===== src/rtl/fetch_stage.sv =====
// Instruction fetch stage: owns the PC, issues imem reads, fills IF/ID.
// Ports: clk/rst, execute redirect, decode ready, imem req/resp, IF/ID out.
module fetch_stage #(
  parameter int               XLEN     = 64,
  parameter int               ILEN     = 32,
  parameter logic [XLEN-1:0]  RESET_PC = '0
) (
  input  logic            clk,
  input  logic            rst,
  input  logic            branch_taken,
  input  logic [XLEN-1:0] branch_target,
  input  logic            id_ready,
  output logic            imem_req,
  output logic [XLEN-1:0] imem_addr,
  input  logic            imem_rvalid,
  input  logic [ILEN-1:0] imem_rdata,
  output logic [ILEN-1:0] instr_out,
  output logic [6:0]      opcode_out,
  output logic [XLEN-1:0] pc_out,
  output logic            instr_valid
);

  typedef enum logic [1:0] {
    FETCH = 2'd0,
    WAIT  = 2'd1,
    DRAIN = 2'd2
  } state_e;

  localparam logic [ILEN-1:0] NOP = ILEN'(32'h0000_0013);

  state_e          state_q, state_d;
  logic [XLEN-1:0] pc_q, pc_d;
  logic [XLEN-1:0] tgt_q, tgt_d;
  logic [XLEN-1:0] pc_out_q, pc_out_d;
  logic [ILEN-1:0] instr_q, instr_d;
  logic            valid_q, valid_d;

  logic slot_free;
  logic load;

  always_comb begin
    state_d   = state_q;
    pc_d      = pc_q;
    tgt_d     = tgt_q;
    pc_out_d  = pc_out_q;
    instr_d   = instr_q;
    valid_d   = valid_q;
    imem_req  = 1'b0;
    load      = 1'b0;
    slot_free = !valid_q || id_ready;

    unique case (state_q)
      FETCH: begin
        imem_req = slot_free;
        if (branch_taken) begin
          valid_d = 1'b0;
          pc_d    = branch_target;
        end else if (slot_free) begin
          if (imem_rvalid) begin
            load = 1'b1;
          end else begin
            // Entry (if any) is consumed this cycle.
            valid_d = 1'b0;
            state_d = WAIT;
          end
        end
      end
      WAIT: begin
        imem_req = 1'b1;
        if (branch_taken) begin
          valid_d = 1'b0;
          if (imem_rvalid) begin
            pc_d    = branch_target;
            state_d = FETCH;
          end else begin
            tgt_d   = branch_target;
            state_d = DRAIN;
          end
        end else if (imem_rvalid) begin
          load    = 1'b1;
          state_d = FETCH;
        end
      end
      DRAIN: begin
        // Old request must complete before redirecting; data is dropped.
        imem_req = 1'b1;
        valid_d  = 1'b0;
        if (branch_taken) tgt_d = branch_target;
        if (imem_rvalid) begin
          pc_d    = branch_taken ? branch_target : tgt_q;
          state_d = FETCH;
        end
      end
      default: begin
        state_d = FETCH;
      end
    endcase

    if (load) begin
      instr_d  = imem_rdata;
      pc_out_d = pc_q;
      valid_d  = 1'b1;
      pc_d     = pc_q + XLEN'(4);
    end

    if (rst) imem_req = 1'b0;
  end

  always_ff @(posedge clk) begin
    if (rst) begin
      state_q  <= FETCH;
      pc_q     <= RESET_PC;
      tgt_q    <= '0;
      pc_out_q <= '0;
      instr_q  <= NOP;
      valid_q  <= 1'b0;
    end else begin
      state_q  <= state_d;
      pc_q     <= pc_d;
      tgt_q    <= tgt_d;
      pc_out_q <= pc_out_d;
      instr_q  <= instr_d;
      valid_q  <= valid_d;
    end
  end

  assign imem_addr   = pc_q;
  assign instr_out   = instr_q;
  assign opcode_out  = instr_q[6:0];
  assign pc_out      = pc_out_q;
  assign instr_valid = valid_q;

endmodule


===== config.mk =====
export PLATFORM = sky130hd
export DESIGN_NAME = fetch_stage
export DESIGN_NICKNAME = d
export VERILOG_FILES = /design/src/rtl/fetch_stage.sv
export SDC_FILE = /design/constraint.sdc
export NUM_CORES = 1
export LEC_CHECK = 0
export ABC_AREA = 1
export CELL_PAD_IN_SITES_DETAIL_PLACEMENT = 0
export CELL_PAD_IN_SITES_GLOBAL_PLACEMENT = 1
export CORE_UTILIZATION = 30
export CTS_CLUSTER_DIAMETER = 60
export DETAILED_ROUTE_END_ITERATION = 6
export PLACE_DENSITY = 0.76
export SLEW_MARGIN = 20
export SYNTH_ARGS = -nofsm -noshare
export SYNTH_HDL_FRONTEND = slang
export SYNTH_SLANG_ARGS = --single-unit

===== constraint.sdc =====
create_clock -name clk -period 2.7 [get_ports clk]
set_input_delay 0.54 -clock clk [delete_from_list [all_inputs] [get_ports clk]]
set_output_delay 0.54 -clock clk [all_outputs]
set_load 0.1 [all_outputs]

==> results of run 1 <==
report_power, final:
group          total [mW]  switching, mW  internal, mW
Combinational        5.33           4.11          1.22
Clock                3.92           1.57          2.36
Sequential           4.26          0.470          3.79
Total                13.5           6.14          7.37
flip-flops by register name, indices dropped and copies added (netlist names):
name and flops:
pc_out 64, state_q 2, instr_out 32, imem_addr 64
instr_valid 1, tgt_q 64
per-layer routing:
metal	vias to the layer above	track usage [%]	wire length [µm]
li1	6309	-	-
met1	5796	29.1	19700
met2	434	40.1	22200
met3	59	5.60	3560
met4	0	7.18	1390
met5	-	0	0
kinds of logic (layout without fill, tap and decap cells):
group / Yosys count / after routing
flip-flops: 227 / 227
AND/OR/NAND/NOR: 939 / 939
adder cells (fa/ha/maj): 5 / 5
multiplexers: 13 / 13
AO/OA/AOI/OAI: 353 / 353
XOR/XNOR: 6 / 6
buffers and inverters: 254 / 505
Yosys cell counts (all sizes together):
library cell | number | area (µm²)
inv | 145 | 544
a21oi | 107 | 539
ha | 5 | 62.6
or2 | 10 | 62.6
nor3b | 1 | 7.51
xor2 | 6 | 52.6
dfxtp | 227 | 4540
o21a | 1 | 7.51
nor3 | 24 | 120
mux2i | 8 | 80.1
a211oi | 1 | 7.51
clkbuf | 48 | 180
nor2 | 360 | 1380
and2 | 2 | 12.5
nand2 | 395 | 1500
o211a | 17 | 170
mux2 | 5 | 56.3
o21ai | 192 | 961
nand3 | 131 | 656
o21bai | 1 | 7.51
buf | 61 | 362
a31oi | 34 | 213
nand4 | 16 | 100
stage by stage:
step	setup WS, ns	hold WS (ns)	cell area (µm²)	std cells	total power, mW
final	0.329	0.387	15500	2559	13.5
after global routing	0.227	0.378	15500	2559	14.1
after CTS	0.310	0.355	15500	2559	13.6
after detailed placement	0.131	0.470	14500	2508	9.68
after global placement	0.127	0.464	14500	2508	9.65
after floorplan	0.323	0.484	11600	1797	8.18
cell type report:
cell class / instances / area share (%)
clock buffer: 39 / 5.18
clock inverter: 12 / 1.00
tap: 511 / 4.13
inverter: 145 / 3.55
multi-input combinational: 1316 / 38.9
sequential: 227 / 29.4
timing repair buffer: 309 / 17.9
worst max path at each step:
stage	from	endpoint	slack, ns	depth (start not counted)
after floorplan	imem_addr[3]	imem_addr[54]	0.32	12
after global routing	state_q[0]	imem_req	0.23	5
after detailed placement	imem_rvalid	imem_addr[23]	0.13	9
final	state_q[0]	imem_req	0.33	5
after global placement	imem_rvalid	imem_addr[23]	0.13	9
after CTS	state_q[0]	imem_req	0.31	5
==> impl_metrics.ini, run 1 <==
[run_status]
outcome = complete, no violations

[layout]
mostFrequentLayoutCell = nand2_1
drive_above_1_share_pct = 13.6
area_growth_pct = 33.2
layout.nets = 2133
seqCellArea_um2 = 4540
layout_common_cells = 387 x nand2_1, 356 x nor2_1, 227 x dfxtp_1
final_util_pct = 40.8
multi_input_area_um2 = 6020
fillerInstances = 4032
antennaDiodeCount = 0

[power]
p_leak_nw = 6.91
powerDensity_nw_per_um2 = 873
ir_drop_mv = 0.573

[drt]
drt_iter0_drc = 969
drt_pass1_iterations = 5
drc = 0
vias = 12600
viasPerCell = 4.92
wl_per_cell_um = 18.3
drt_wl_total_um = 46900
postRouteAntennaNets = 0

[setup_path]
crit_path_start_kind = flop
r2r_end = imem_addr[58]
crit_path_end_kind = primary output
cp_slowest_stage_delay_ns = 0.39
crit_buf_inv = 2
r2r_cells = 12
ff2ff_setup_slack_ns = 0.47
crit_family = flip-flops
path_class = flop to primary output
rr_startpoint = imem_addr[3]
required_ns = 2.16
crit_chain = inv_1, ha_1, a21oi_1, nor3_4, buf_12
worstPathArrival_ns = 1.83
cp_max_fo = 6
critPathSlowestCell = dfxtp_1

[global_route]
antenna_found_initial = 0
grt_max_degree = 82
globalRouteTotalUtil_pct = 23.5
globalRouteOverflowTotal = 0
grt_pass1_vias = 12000
grt_pass1_wl_um = 70800

[sta]
rsz0062_at_grt = false
max_freq_mhz = 422
final-setup-viol-count = 0
final.min_clock_period_ns = 2.37
tightest_slew_ns = 0.602
fin_crit_sh_pct = 87.8
finalHoldViolCount = 0
fin_skew_ns = 0.0101
fin_tns_setup_ns = 0
slew_headroom_pct = 59.9
report.final.slew_viol_count = 0

[floorplanning]
die-area_um2 = 39500
die_y_um = 199
core_area_um2 = 37900
initial_utilization_pct = 30.6
rows = 71
fp.dieW_um = 199
io_pins = 270

[place]
port_buffers = 269
place_congestion = 0.891
dpl.hpwl_um = 35500

[clock_network]
postCtsResizedCells = 0
clock-sinks = 227
clk_path_buf_depth = 3
htree_levels = 1
clockRootBuffer = clkbuf_16
hold_buffers = 0
clk_latency_ns = 0.56
clk_pin_slew_worst_paths_ns = 0.06
cts_tree = yes
post-cts-setup-buffers = 0
cts_buffers = 28

[worst_hold_path]
worstHoldPathCells = 2
hold_path_class = input port to flop
hold_path.startpoint = rst
worstHoldEndpoint = pc_out[33]

[logic_synthesis]
synth-seq-cells = 227
synth-simple-area-share_pct = 33.0
ys_seq_area_share_pct = 39.1
synth_cells = 1797
synth_area_um2 = 11600
yosys.area_share.adder_pct = 0.538
synth-compound-area-share_pct = 16.4
syn_area_per_cell_um2 = 6.47
ys.warnings.count = 0
ys_types = 33
synthMuxAreaShare_pct = 1.17
synth_top_family_by_area = simple AND/OR/NAND/NOR gates
syn_nets = 1903
synth_xor_area_share_pct = 0.452

[job]
maxCapViolations = 0
No activity file was read; power rests on OpenSTA's default activity.
==> run 2: changes to the inputs <==
Settings changed: CORE_UTILIZATION 30 to 32, PLACE_DENSITY 0.76 to 0.83, SETUP_SLACK_MARGIN set to 0.3.
Clock period 2.7 ns to 2 ns, I/O delays scaled along.
==> impl_metrics.ini, run 2 (same netlist as run 1, synthesis figures left out) <==
[run_status]
outcome = finished, violations left
violations = design-rule violations, negative setup slack

[drt]
drt_pass1_iterations = 7
wl_per_cell_um = 17.6
postRouteAntennaNets = 0
drt_iter0_drc = 1052
viasPerCell = 4.97
drt_wl_total_um = 46600
vias = 13200
drc = 20

[power]
p_total_mw = 19.1
powerDensity_nw_per_um2 = 1090
p_leak_nw = 7.84
seqPwrFrac_pct = 30.9
switching_share_pct = 44.4
ir_drop_mv = 0.720
pwr-share-clk_pct = 26.7
internal_power_mw = 10.6
comb_power_share_pct = 42.5
switching_power_mw = 8.48

[clock_network]
hold_buffers = 0
clk_path_buf_depth = 3
clock-sinks = 227
clk_latency_ns = 0.55
cts_buffers = 28
clockRootBuffer = clkbuf_16
clk_pin_slew_worst_paths_ns = 0.06
cts_tree = yes
htree_levels = 1

[sta]
final.min_clock_period_ns = 2.02
final-setup-viol-count = 1
tightest_slew_ns = 0.533
fin_crit_sh_pct = 101
finalHoldViolCount = 0
max_freq_mhz = 495
setup_slack_ns = -0.0217
rsz0062_at_grt = true
slew_headroom_pct = 64.5
report.final.slew_viol_count = 0
fin_skew_ns = 0.0116

[setup_path]
crit_chain = ha_2, buf_6, nor3_4, buf_12
path_class = flop to primary output
crit_path_start_kind = flop
cp_max_fo = 4
cp_slowest_stage_delay_ns = 0.34
crit_buf_inv = 2
crit_path_end_kind = primary output
critical_path_depth = 4
required_ns = 1.60
critPathSlowestCell = dfxtp_2
worstPathArrival_ns = 1.62
r2r_cells = 15
crit_family = flip-flops
rr_startpoint = state_q[1]
critPathLaunch = state_q[0]

[floorplanning]
die_y_um = 193
fp.dieW_um = 193
core_area_um2 = 35700
rows = 69
die-area_um2 = 37100
initial_utilization_pct = 32.6
io_pins = 270

[global_route]
grt_max_degree = 71
globalRouteOverflowTotal = 0
antenna_found_initial = 0
grt_pass1_vias = 12400
globalRouteTotalUtil_pct = 23.9
grt_pass1_wl_um = 68700

[layout]
drive_above_1_share_pct = 25.2
antennaDiodeCount = 0
layout_common_cells = 378 x nand2_1, 321 x nor2_1, 272 x buf_4
layout.nets = 2272
area_growth_pct = 50.8
mostFrequentLayoutCell = nand2_1

[place]
port_buffers = 269
pre_cts_ws_ns = -0.256
place_congestion = 0.908
dpl.hpwl_um = 34600

[worst_hold_path]
hold_path.startpoint = rst
hold_path_class = input port to flop
worstHoldPathCells = 3

[job]
maxCapViolations = 0
[run 2: repair_timing]
item,in CTS,in global routing
cloned,3,5
setup endpoints to repair,219,226
setup buffers,2,15
pin swaps,2,6
resized for setup,26,89
[run 2: per-stage QoR]
stage               hold slack (ns)  instances  instance area [µm²]  TNS (ns)  util [%]
floorplan                     0.476       1797                11900         0         -
global placement              0.449       2572                15900    -22.86      44.6
detailed placement            0.455       2572                15900    -27.40      44.6
CTS                           0.402       2629                17000   -0.0573      47.7
global route                  0.406       2649                17500     -1.39      49.2
finish                        0.421       2649                17500   -0.0217      49.2
[run 2: path summary, 6_finish.rpt]
path                                 endpoint  slack (ns)
worst min register to register     pc_out[41]        0.46
worst max register to register  imem_addr[37]        0.01
worst min-delay path             imem_addr[1]        0.42
worst max-delay path                 imem_req       -0.02
[run 2: worst reg2reg max path, delay by kind of cell (launching register included)]
kind	cells	cell delay (ns)
fa+ha+maj	1	0.23
simple gates	7	0.54
flops	1	0.33
buf+inv	7	0.80
[run 2: area by class of cell]
class	instances	area, µm²
well taps	461	577
flip-flops and latches	227	4740
repair buffers	447	4450
inverters	145	564
fillers	3492	18100
clock inverters	12	103
clock buffers	40	830
multi-input cells	1317	6260
[run 2: power by group through the flow]
stage	clock network [mW]	logic [mW]	registers (mW)
after floorplan	0	2.01	9.16
after global placement	0	7.63	5.96
after detailed placement	0	7.69	5.97
after CTS	5.18	7.81	5.88
after global routing	5.38	8.56	5.98
final	5.09	8.12	5.90
[run 2: routing by layer]
metal / share of wire (%) / up-vias / global-route usage [%] / wire length (µm)
met3: 6.5 / 70 / 3.98 / 3050
met1: 42 / 6057 / 30.0 / 19600
li1: - / 6597 / - / -
met5: 0 / - / 0 / 0
met2: 49 / 441 / 42.0 / 22700
met4: 2.7 / 0 / 6.45 / 1270
==> run 3: changes to the inputs <==
Settings changed: RECOVER_POWER set to 50.
==> impl_metrics.ini, run 3 (same netlist as run 1, synthesis figures left out) <==
[place]
pre_cts_ws_ns = -0.256
port_buffers = 269
place_congestion = 0.908
dpl.hpwl_um = 34600

[sta]
final-setup-viol-count = 1
setup_slack_ns = -0.0221
rsz0062_at_grt = true
tightest_slew_ns = 0.614
finalHoldViolCount = 0
max_freq_mhz = 495
final.min_clock_period_ns = 2.02
hold_slack_ns = 0.411
fin_skew_ns = 0.0124
slew_headroom_pct = 59.2
fin_crit_sh_pct = 101
report.final.slew_viol_count = 0

[power]
comb_power_share_pct = 41.9
p_leak_nw = 7.73
switching_power_mw = 8.46
powerDensity_nw_per_um2 = 1100
seqPwrFrac_pct = 31.2
ir_drop_mv = 0.703
switching_share_pct = 44.9
internal_power_mw = 10.4
pwr-share-clk_pct = 27.0

[drt]
drt_pass1_iterations = 7
postRouteAntennaNets = 0
drt_iter0_drc = 999
wl_per_cell_um = 17.6
drt_wl_total_um = 46500
vias = 13200
viasPerCell = 4.97
drc = 20

[global_route]
grt_pass1_wl_um = 68700
grt_pass1_vias = 12400
globalRouteTotalUtil_pct = 23.9
antenna_found_initial = 0
globalRouteOverflowTotal = 0
grt_max_degree = 71

[layout]
fillerInstances = 3564
multi_input_area_um2 = 6260
mostFrequentLayoutCell = nand2_1
area_growth_pct = 47.5
drive_above_1_share_pct = 24.6
layout.nets = 2272
seqCellArea_um2 = 4720
antennaDiodeCount = 0
layout_common_cells = 378 x nand2_1, 321 x nor2_1, 173 x buf_4

[clock_network]
clk_latency_ns = 0.55
clock-sinks = 227
cts_buffers = 28
cts_tree = yes
htree_levels = 1
clk_pin_slew_worst_paths_ns = 0.06
clk_path_buf_depth = 3
clockRootBuffer = clkbuf_16
hold_buffers = 0

[setup_path]
required_ns = 1.60
cp_max_fo = 4
path_class = flop to primary output
crit_path_end_kind = primary output
crit_path_start_kind = flop
worstPathArrival_ns = 1.62

[worst_hold_path]
hold_path_class = input port to flop

[floorplanning]
core_area_um2 = 35700
fp.dieW_um = 193
die_y_um = 193
io_pins = 270
rows = 69
initial_utilization_pct = 32.6
die-area_um2 = 37100

[job]
maxCapViolations = 0

[run_status]
outcome = finished, violations left
violations = design-rule violations, negative setup slack
[run 3: cell types whose count changed in the layout (fill, tap and decap cells not counted)]
cell / before / now
clkbuf_2: 0 / 107
dfxtp_1: 156 / 169
buf_4: 272 / 173
dfxtp_2: 30 / 17
buf_12: 44 / 36
[run 3: layout make-up]
type | count | share of cell area [%]
multi-input cells | 1317 | 36.5
inverters | 145 | 3.29
well taps | 461 | 3.36
clock inverters | 12 | 0.598
clock buffers | 40 | 4.84
repair buffers | 447 | 23.8
flip-flops and latches | 227 | 27.5
[run 3: stage by stage]
stage	utilization [%]	area, µm²	setup TNS (ns)	instances	power [mW]
global route	48.1	17100	-1.37	2649	19.7
finish	48.1	17100	-0.0221	2649	18.9
detailed placement	44.6	15900	-27.40	2572	13.7
floorplan	-	11900	0	1797	11.2
CTS	47.7	17000	-0.0573	2629	18.9
global placement	44.6	15900	-22.86	2572	13.6
[run 3: layer usage]
layer / vias to the layer above / share of wire, % / global-route usage, % / wire (µm)
met2: 416 / 49 / 42.0 / 22600
met5: - / 0 / 0 / 0
met1: 6076 / 43 / 30.0 / 19900
met3: 69 / 6.1 / 3.98 / 2840
li1: 6598 / - / - / -
met4: 0 / 2.6 / 6.45 / 1220
[run 3: what timing repair did]
action,4_1_cts,5_1_grt
cloned,3,5
pin swaps,2,6
setup buffers,2,15
endpoints found under the hold margin,0,0
gates resized for setup,26,89
setup endpoints to repair,219,226
[run 3: final timing paths]
path	from	to	slack (ns)	cells past startpoint
max	state_q[0]	imem_req	-0.02	4
min	rst	imem_addr[1]	0.41	3
max reg2reg	state_q[1]	imem_addr[37]	0.01	15
min reg2reg	pc_out[41]	pc_out[41]	0.46	2
[run 3: power by group through the flow]
stage / sequential (mW) / clock (mW) / combinational, mW
after CTS: 5.88 / 5.18 / 7.81
after global routing: 5.95 / 5.38 / 8.33
after detailed placement: 5.97 / 0 / 7.69
final: 5.88 / 5.09 / 7.90
after global placement: 5.96 / 0 / 7.63
after floorplan: 9.16 / 0 / 2.01
[run 3: critical path, stage by stage (launching register included)]
cell     delay (ns)
dfxtp_2        0.34
ha_2           0.19
buf_6          0.13
nor3_4         0.21
buf_12         0.20
